$ cat src/rtl/shift_seq_ctrl.sv
// Multi-cycle shift sequencer: one power-of-two conditional shift stage per cycle (SLL/SRL/SRA/ROR).
// Ports: in_* request (valid/ready), out_* result (valid/ready), flush abort, busy and constant ALU flags.
// Latency: 1 cycle for shamt==0, else 2 + index of the highest set shamt bit; the result is held while out_ready is low.
module shift_seq_ctrl #(
    parameter int WIDTH = 32,
    parameter int SH_W  = $clog2(WIDTH)
) (
    input  logic             clk,
    input  logic             rst_n,
    input  logic             in_valid,
    output logic             in_ready,
    input  logic [WIDTH-1:0] in_a,
    input  logic [SH_W-1:0]  in_shamt,
    input  logic [1:0]       in_op,
    input  logic             flush,
    output logic             out_valid,
    input  logic             out_ready,
    output logic [WIDTH-1:0] out_result,
    output logic             out_zero,
    output logic             out_carry,
    output logic             out_ovf,
    output logic             busy
);

    typedef enum logic [1:0] {
        IDLE  = 2'd0,
        SHIFT = 2'd1,
        DONE  = 2'd2
    } state_t;

    localparam logic [1:0]      OP_SLL  = 2'b00;
    localparam logic [1:0]      OP_SRL  = 2'b01;
    localparam logic [1:0]      OP_SRA  = 2'b10;
    localparam logic [SH_W-1:0] K_LAST  = SH_W'(SH_W - 1);
    localparam logic [SH_W:0]   WIDTH_L = (SH_W + 1)'(WIDTH);

    state_t           state_q, state_d;
    logic [SH_W-1:0]  k;
    logic [SH_W-1:0]  shamt_q;
    logic [1:0]       op_q;
    logic             sign_q;
    logic [WIDTH-1:0] result_q;
    logic             zero_q;

    logic [SH_W:0]    amt;
    logic [SH_W-1:0]  hi_bits;
    logic             last;
    logic [WIDTH-1:0] shifted;
    logic [WIDTH-1:0] step;
    logic             accept;

    assign in_ready   = (state_q == IDLE);
    assign out_valid  = (state_q == DONE);
    assign busy       = (state_q != IDLE);
    assign out_result = result_q;
    assign out_zero   = zero_q;
    assign out_carry  = 1'b0;
    assign out_ovf    = 1'b0;

    // A flush in IDLE blocks the accept even though in_ready is high.
    assign accept = in_valid && in_ready && !flush;

    // Stage k shifts by 2^k; the sequence ends once no higher shamt bit is set.
    assign amt     = (SH_W + 1)'(1) << k;
    assign hi_bits = shamt_q >> k;
    assign last    = (k == K_LAST) || ((hi_bits >> 1) == '0);

    always_comb begin
        shifted = result_q;
        case (op_q)
            OP_SLL:  shifted = result_q << amt;
            OP_SRL:  shifted = result_q >> amt;
            // Fill from the sign captured at accept, not the current MSB.
            OP_SRA:  shifted = (result_q >> amt) |
                               (sign_q ? ~({WIDTH{1'b1}} >> amt) : '0);
            default: shifted = (result_q >> amt) | (result_q << (WIDTH_L - amt));
        endcase
        step = shamt_q[k] ? shifted : result_q;
    end

    always_comb begin
        state_d = state_q;
        case (state_q)
            IDLE: begin
                if (accept) begin
                    state_d = (in_shamt == '0) ? DONE : SHIFT;
                end
            end
            SHIFT: begin
                if (flush) begin
                    state_d = IDLE;
                end else if (last) begin
                    state_d = DONE;
                end
            end
            DONE: begin
                if (flush || out_ready) begin
                    state_d = IDLE;
                end
            end
            default: state_d = IDLE;
        endcase
    end

    always_ff @(posedge clk or negedge rst_n) begin
        if (!rst_n) begin
            state_q <= IDLE;
        end else begin
            state_q <= state_d;
        end
    end

    // Result only moves on accept or in a non-flushed SHIFT cycle, so it stays put in DONE.
    always_ff @(posedge clk or negedge rst_n) begin
        if (!rst_n) begin
            result_q <= '0;
            zero_q   <= 1'b1;
            shamt_q  <= '0;
            op_q     <= '0;
            sign_q   <= 1'b0;
            k        <= '0;
        end else if (state_q == IDLE && accept) begin
            result_q <= in_a;
            zero_q   <= (in_a == '0);
            shamt_q  <= in_shamt;
            op_q     <= in_op;
            sign_q   <= in_a[WIDTH-1];
            k        <= '0;
        end else if (state_q == SHIFT && !flush) begin
            result_q <= step;
            zero_q   <= (step == '0);
            if (!last) begin
                k <= k + 1'b1;
            end
        end
    end

endmodule
$ cat config.mk
export PLATFORM = sky130hd
export DESIGN_NAME = shift_seq_ctrl
export DESIGN_NICKNAME = d
export VERILOG_FILES = /design/src/rtl/shift_seq_ctrl.sv
export SDC_FILE = /design/constraint.sdc
export NUM_CORES = 1
export LEC_CHECK = 0
export ABC_AREA = 0
export BUFFER_PORTS_ARGS = -buffer_cell sky130_fd_sc_hd__buf_2
export CAP_MARGIN = 20
export CELL_PAD_IN_SITES_DETAIL_PLACEMENT = 1
export CELL_PAD_IN_SITES_GLOBAL_PLACEMENT = 1
export CORE_MARGIN = 1
export CORE_UTILIZATION = 44
export CTS_BUF_LIST = sky130_fd_sc_hd__clkbuf_8
export DETAILED_ROUTE_END_ITERATION = 6
export PLACE_DENSITY = 0.92
export REMOVE_ABC_BUFFERS = 1
export SETUP_SLACK_MARGIN = 0.2
export SKIP_LAST_GASP = 1
export SLEW_MARGIN = 20
export SYNTH_ARGS = -nofsm -noshare
export SYNTH_HDL_FRONTEND = slang
export SYNTH_SLANG_ARGS = --single-unit
$ cat constraint.sdc
create_clock -name clk -period 9.7 [get_ports clk]
set_clock_uncertainty 0.05 [all_clocks]
set_input_delay 0.97 -clock clk [delete_from_list [all_inputs] [get_ports clk]]
set_output_delay 0.97 -clock clk [all_outputs]
set_load 0.1 [all_outputs]
Word-level counts from Yosys, hierarchy flattened
Cells that the tools add are included.

word-level totals
  input bits = 44
  output and inout port bits = 38
  word-level logic and storage cells = 63
  register bits = 48

operators by class
  reductions and logical operators = 17
  $add $sub $neg = 2
  shift operators = 6
  equal/unequal tests = 9
  bitwise operators = 3
  magnitude comparators = 1
  multiplexer cells = 18

operators by type and width
  operator                                                                       count
  32-bit 2-to-1 mux                                                              4
  32-bit one-hot mux with 3 select lines                                         1
  32-bit zero test                                                               2
  32-bit bitwise OR                                                              2
  32-bit by 6-bit left shift with 32-bit output                                  2
  32-bit NOT                                                                     1
  32-bit by 6-bit right shift with 32-bit output                                 1
  32-bit by 6-bit right shift with 32-bit output (first input constant)          1
  5-bit 2-to-1 mux                                                               3
  5-bit zero test                                                                2
  2-bit 2-to-1 mux                                                               5
  2-bit by 1-bit != test with 1-bit output (second input constant)               3
  2-bit one-hot mux with 3 select lines                                          1
  1-bit by 5-bit left shift with 6-bit output (first input constant)             1
  6-bit subtractor (first input constant)                                        1
  5-bit by 1-bit adder with 5-bit output (second input constant)                 1
  5-bit by 3-bit equality test with 1-bit output (second input constant)         1
  5-bit by 4-bit less-than comparator with 1-bit output (second input constant)  1
  5-bit by 5-bit right shift with 5-bit output                                   1
  2-bit by 1-bit equality test with 1-bit output (second input constant)         2
  2-bit equality test (second input constant)                                    2
  1-bit logical AND                                                              4
  2-bit zero test                                                                2
  2-bit nonzero test                                                             2
  7 further kinds                                                                10

Depth between registers and ports, before layout
  depth after elaboration = 10
  gate-level depth with buffers = 21

Worst setup path after synthesis
No wires, ideal clock.

  kind = register to register
  start point = reg k[4]
  end point = reg zero_q, in the netlist out_zero
  slack = 5.148 ns
  arrival = 4.431 ns
  cell stages (with the launch flop) = 19
  cells stage by stage = dfrtp_1 > clkbuf_1 > clkbuf_1 > nor4_2 > clkbuf_1 > nand2_1 > ha_1 > clkbuf_1 > clkbuf_1 > buf_1 > mux2i_1 > nor2_1 > o211a_1 > a2111oi_0 > a2bb2oi_1 > nand4b_1 > nor4_1 > nand4_1 > o21ai_1

between the ends
  word-level cells in the longest chain between the ends = 10
  elaborated cells between the ends (all ways) = 15
  those cells by class = add/sub: 1; shift: 5; mux: 5; bitwise: 3; reduce/logical: 1

ends and longest elaborated chain
  what                                                                      RTL line  RTL
  start: declaration                                                        38        logic [SH_W-1:0] k;
  start signal: assignment                                                  133       k <= k + 1'b1;
  1-bit by 5-bit left shift with 6-bit output *                             64        assign amt = (SH_W + 1)'(1) << k;
  parallel branches: the longest is 4 deep, another holds 6-bit subtractor  -
  32-bit one-hot mux with 3 select lines *                                  70        case (op_q)
  32-bit 2-to-1 mux *                                                       78        step = shamt_q[k] ? shifted : result_q;
  32-bit zero test *                                                        131       zero_q <= (step == '0);
  1-bit 2-to-1 mux *                                                        129       end else if (state_q == SHIFT && !flush) begin
  1-bit 2-to-1 mux *                                                        122       end else if (state_q == IDLE && accept) begin
  end signal: assignment                                                    124       zero_q <= (in_a == '0);
  end signal: assignment                                                    131
  end: declaration                                                          43        logic zero_q;

Every way passes the cells marked *. The select of a mux whose other input is x is not followed.
A chain may end at the register's enable or synchronous reset.

Worst setup path after layout
  start point = reg k[1]
  end point = reg zero_q, in the netlist out_zero

between the ends
  word-level cells in the longest chain between the ends = 10
  elaborated cells between the ends (all ways) = 17
  those cells by class = add/sub: 1; shift: 5; mux: 7; bitwise: 3; reduce/logical: 1

ends and longest elaborated chain
  what                                                                      RTL line
  parallel branches: the longest is 6 deep, another holds 6-bit subtractor  -
  32-bit 2-to-1 mux *                                                       78
  32-bit zero test *                                                        131
  1-bit 2-to-1 mux *                                                        129
  1-bit 2-to-1 mux *                                                        122

Marked as above.

==> impl_metrics.prom <==
# TYPE chip_impl_metric gauge
chip_impl_info{name="outcome",value="finished clean"} 1
chip_impl_metric{name="fp.dieH",unit="µm"} 138
chip_impl_metric{name="placement.cell_area",unit="µm²"} 8670
chip_impl_metric{name="required",unit="ps"} 9910
chip_impl_metric{name="syn_area",unit="µm²"} 8130
chip_impl_metric{name="cap_violations",unit=""} 0
chip_impl_info{name="rsz_0062_raised_after_global_routing",value="false"} 1
chip_impl_metric{name="vias_per_cell",unit=""} 8.13
chip_impl_metric{name="fin_worst_hold_slack",unit="ps"} 485
chip_impl_metric{name="initial_core_util",unit="%"} 45.1
chip_impl_metric{name="antenna_violations_before_repair",unit=""} 3
chip_impl_info{name="top_flip_flop_cell_by_instance_count_after_synthesis",value="sky130_fd_sc_hd__dfrtp_1"} 1
chip_impl_info{name="most_frequent_cells_in_the_layout",value="sky130_fd_sc_hd__nand2_1 (134), sky130_fd_sc_hd__nor2_1 (101), sky130_fd_sc_hd__a21oi_1 (96), sky130_fd_sc_hd__o21ai_0 (95), sky130_fd_sc_hd__buf_2 (79)"} 1
chip_impl_metric{name="setup-tns-final",unit="ps"} 0
chip_impl_metric{name="cts.repair_timing.setup_buffer_count",unit=""} 0
chip_impl_metric{name="drc",unit=""} 0
chip_impl_metric{name="clock_period_minus_final_worst_setup_slack",unit="ps"} 6160
chip_impl_metric{name="cts_sinks",unit=""} 48
chip_impl_metric{name="clock_tree.buffer_depth",unit=""} 2
chip_impl_metric{name="clock_tree.htree_level_count",unit=""} 2
chip_impl_metric{name="post_placement_cell_count",unit=""} 1407
chip_impl_metric{name="sequential_share_of_the_synthesized_area",unit="%"} 14.8
chip_impl_metric{name="synth_warnings",unit=""} 0
chip_impl_metric{name="yosys_register_bits",unit=""} 48
chip_impl_metric{name="finalInstanceArea",unit="µm²"} 8810
chip_impl_metric{name="finalMaxSlewViolations",unit=""} 0
chip_impl_metric{name="layout-drive-gt1-share",unit="%"} 16.8
chip_impl_info{name="hold_class",value="register to register"} 1
chip_impl_metric{name="layout.nets",unit=""} 1236
chip_impl_metric{name="vias",unit=""} 11500
chip_impl_metric{name="grt_use_total",unit="%"} 55.8
chip_impl_info{name="critical_path_class",value="register to register"} 1
chip_impl_metric{name="drt_iter0_drc",unit=""} 1709
chip_impl_metric{name="clk-insertion-delay-late",unit="ps"} 330
chip_impl_metric{name="timing.final.crit_share",unit="%"} 63.5
chip_impl_metric{name="asyncSetResetFlopFracSynth",unit="%"} 100
chip_impl_metric{name="drt-wirelength-per-cell",unit="µm"} 37.2
chip_impl_metric{name="worst_ep_arrival_time",unit="ps"} 6380
chip_impl_metric{name="synth_area_per_cell",unit="µm²"} 6.82
chip_impl_metric{name="worstPathMaxFanout",unit=""} 35
chip_impl_metric{name="num_rows",unit=""} 49
chip_impl_info{name="clockRootBuffer",value="sky130_fd_sc_hd__clkbuf_8"} 1
chip_impl_metric{name="post_cts_resized",unit=""} 0
chip_impl_info{name="netlist_top_cells_area",value="sky130_fd_sc_hd__dfrtp_1 (14%), sky130_fd_sc_hd__nand2_1 (6.2%), sky130_fd_sc_hd__a21oi_1 (5.9%)"} 1
chip_impl_metric{name="synth_cell_type_count",unit=""} 83
chip_impl_metric{name="worst_path_clk_slew",unit="ps"} 110
chip_impl_metric{name="synthCells",unit=""} 1192
chip_impl_metric{name="max_freq",unit="GHz"} 0.162
chip_impl_metric{name="core_region_area",unit="µm²"} 18000
chip_impl_metric{name="global_route_wire_length_before_repair",unit="mm"} 75.1
chip_impl_metric{name="ioPinCount",unit=""} 82
chip_impl_metric{name="drt_first_pass_iters",unit=""} 7
chip_impl_metric{name="place.gp.congestion",unit=""} 1.10
chip_impl_info{name="layout.cells.most_common",value="sky130_fd_sc_hd__nand2_1"} 1
chip_impl_metric{name="drt_wl_total",unit="mm"} 52.6
chip_impl_metric{name="grt_start_max_net_pins",unit=""} 65
chip_impl_metric{name="count_of_port_buffers_added_during_placement",unit=""} 79
chip_impl_info{name="synth.largest_area_cell",value="sky130_fd_sc_hd__dfrtp_1"} 1
chip_impl_metric{name="fp.dieW",unit="µm"} 138
chip_impl_metric{name="max_slew.worst_pin.slew",unit="ps"} 1190
chip_impl_metric{name="cts_hold_repair.buffers",unit=""} 0
chip_impl_metric{name="via_count_of_the_first_global_routing_pass",unit=""} 10700
chip_impl_metric{name="drt.antenna.violating_nets",unit=""} 0
chip_impl_metric{name="dieArea",unit="µm²"} 19000
chip_impl_metric{name="dpl.hpwl",unit="mm"} 36.4
chip_impl_metric{name="layout_overhead_on_the_synthesized_area",unit="%"} 8.48
chip_impl_metric{name="post_layout_nonfiller_instances",unit=""} 1416
chip_impl_info{name="setup.worst_path.end_class",value="register"} 1
chip_impl_metric{name="finalSetupViolCount",unit=""} 0
chip_impl_metric{name="grt_overflow",unit=""} 0
chip_impl_metric{name="cts_buffers",unit=""} 5
chip_impl_metric{name="timing_hold_violations_final",unit=""} 0
chip_impl_metric{name="yosys.area.top_type_share",unit="%"} 14.5
chip_impl_metric{name="max-slew-margin-rel",unit="%"} 19.9
chip_impl_info{name="critPathLaunchType",value="register"} 1
chip_impl_metric{name="count_of_flip_flops_with_a_built_in_enable_after_synthesis",unit=""} 0
chip_impl_info{name="cts_tree",value="yes"} 1
## path summary, 6_finish.rpt
| check | start | to | slack [ps] | depth (start not counted) |
|---|---|---|---|---|
| min | op_q[1]$_DFFE_PN0P_ | op_q[1]$_DFFE_PN0P_ | 480 | 1 |
| min reg2reg | op_q[1]$_DFFE_PN0P_ | op_q[1]$_DFFE_PN0P_ | 480 | 1 |
| max reg2reg | k[1]$_DFFE_PN0P_ | out_zero$_DFFE_PN1P_ | 3540 | 17 |
| min in group asynchronous | rst_n | out_result[2]$_DFFE_PN0P_ | 690 | 2 |
| max in group asynchronous | rst_n | k[0]$_DFFE_PN0P_ | 8420 | 2 |
| max | k[1]$_DFFE_PN0P_ | out_zero$_DFFE_PN1P_ | 3540 | 17 |
## critical path, stage by stage, from the launching register on
cell	delay [ps]
sky130_fd_sc_hd__dfrtp_2	360
sky130_fd_sc_hd__buf_4	400
sky130_fd_sc_hd__or2_2	200
sky130_fd_sc_hd__buf_4	340
sky130_fd_sc_hd__nor2_4	160
sky130_fd_sc_hd__inv_4	250
sky130_fd_sc_hd__ha_2	360
sky130_fd_sc_hd__inv_1	120
sky130_fd_sc_hd__ha_1	670
sky130_fd_sc_hd__inv_1	520
sky130_fd_sc_hd__a311o_1	480
sky130_fd_sc_hd__o211a_1	140
sky130_fd_sc_hd__a2111oi_0	750
sky130_fd_sc_hd__a2bb2oi_1	260
sky130_fd_sc_hd__nand4b_1	120
sky130_fd_sc_hd__nor4_1	520
sky130_fd_sc_hd__nand4_1	150
sky130_fd_sc_hd__o21ai_1	150
## through the flow
| step | setup slack (ps) | util (%) |
|---|---|---|
| after floorplan | 1910 | - |
| after global placement | 4030 | 48.1 |
| after detailed placement | 3870 | 48.1 |
| after CTS | 3830 | 48.9 |
| after global routing | 3550 | 48.9 |
| final | 3540 | 48.9 |
## cells by family (layout without fill, tap and decap cells)
group / Yosys count / count (layout) / synth area share [%]
simple gates: 434 / 434 / 26.3
other cells: 1 / 3 / 0.0462
compound gates: 473 / 473 / 39.4
mux: 66 / 66 / 10.4
fa+ha+maj: 7 / 7 / 1.08
flops: 48 / 48 / 14.8
xor+xnor: 3 / 3 / 0.323
buf+inv: 160 / 153 / 7.76
## area by class of cell
class	instances	area, µm²
Fill cell	2390	9210
Antenna cell	1	2.50
Tap cell	229	287
Inverter	17	66.3
Clock buffer	5	68.8
Multi-Input combinational cell	985	6350
Clock inverter	3	68.8
Sequential cell	48	1210
Timing Repair Buffer	128	763
## routing by layer
| layer | up-vias | wire (µm) | global-route usage, % |
|---|---|---|---|
| met5 | - | 74 | 0 |
| met1 | 5500 | 18500 | 67.3 |
| met4 | 4 | 4740 | 37.9 |
| met2 | 1098 | 20800 | 77.1 |
| li1 | 4548 | - | - |
| met3 | 360 | 8490 | 27.1 |
## sequential cells by signal, indices dropped and copies added (netlist names)
name / flops
out_result: 32
op_q: 2
sign_q: 1
out_zero: 1
state_q: 2
k: 5
shamt_q: 5
## cell usage after synthesis, types with 27 or more instances
cell and n:
sky130_fd_sc_hd__clkbuf_1 117, sky130_fd_sc_hd__dfrtp_1 47, sky130_fd_sc_hd__nor3_1 32, sky130_fd_sc_hd__o22ai_1 29
sky130_fd_sc_hd__a211oi_1 28, sky130_fd_sc_hd__o21ai_0 95, sky130_fd_sc_hd__a22oi_1 44, sky130_fd_sc_hd__nand2_1 134
sky130_fd_sc_hd__mux2i_1 38, sky130_fd_sc_hd__nand2b_1 27, sky130_fd_sc_hd__nor2_1 102, sky130_fd_sc_hd__a21oi_1 96
sky130_fd_sc_hd__nand3_1 35
Power is left out: the tool's default activity adds up to more than one toggle a clock period on the data nets, which glitch-free logic cannot reach.
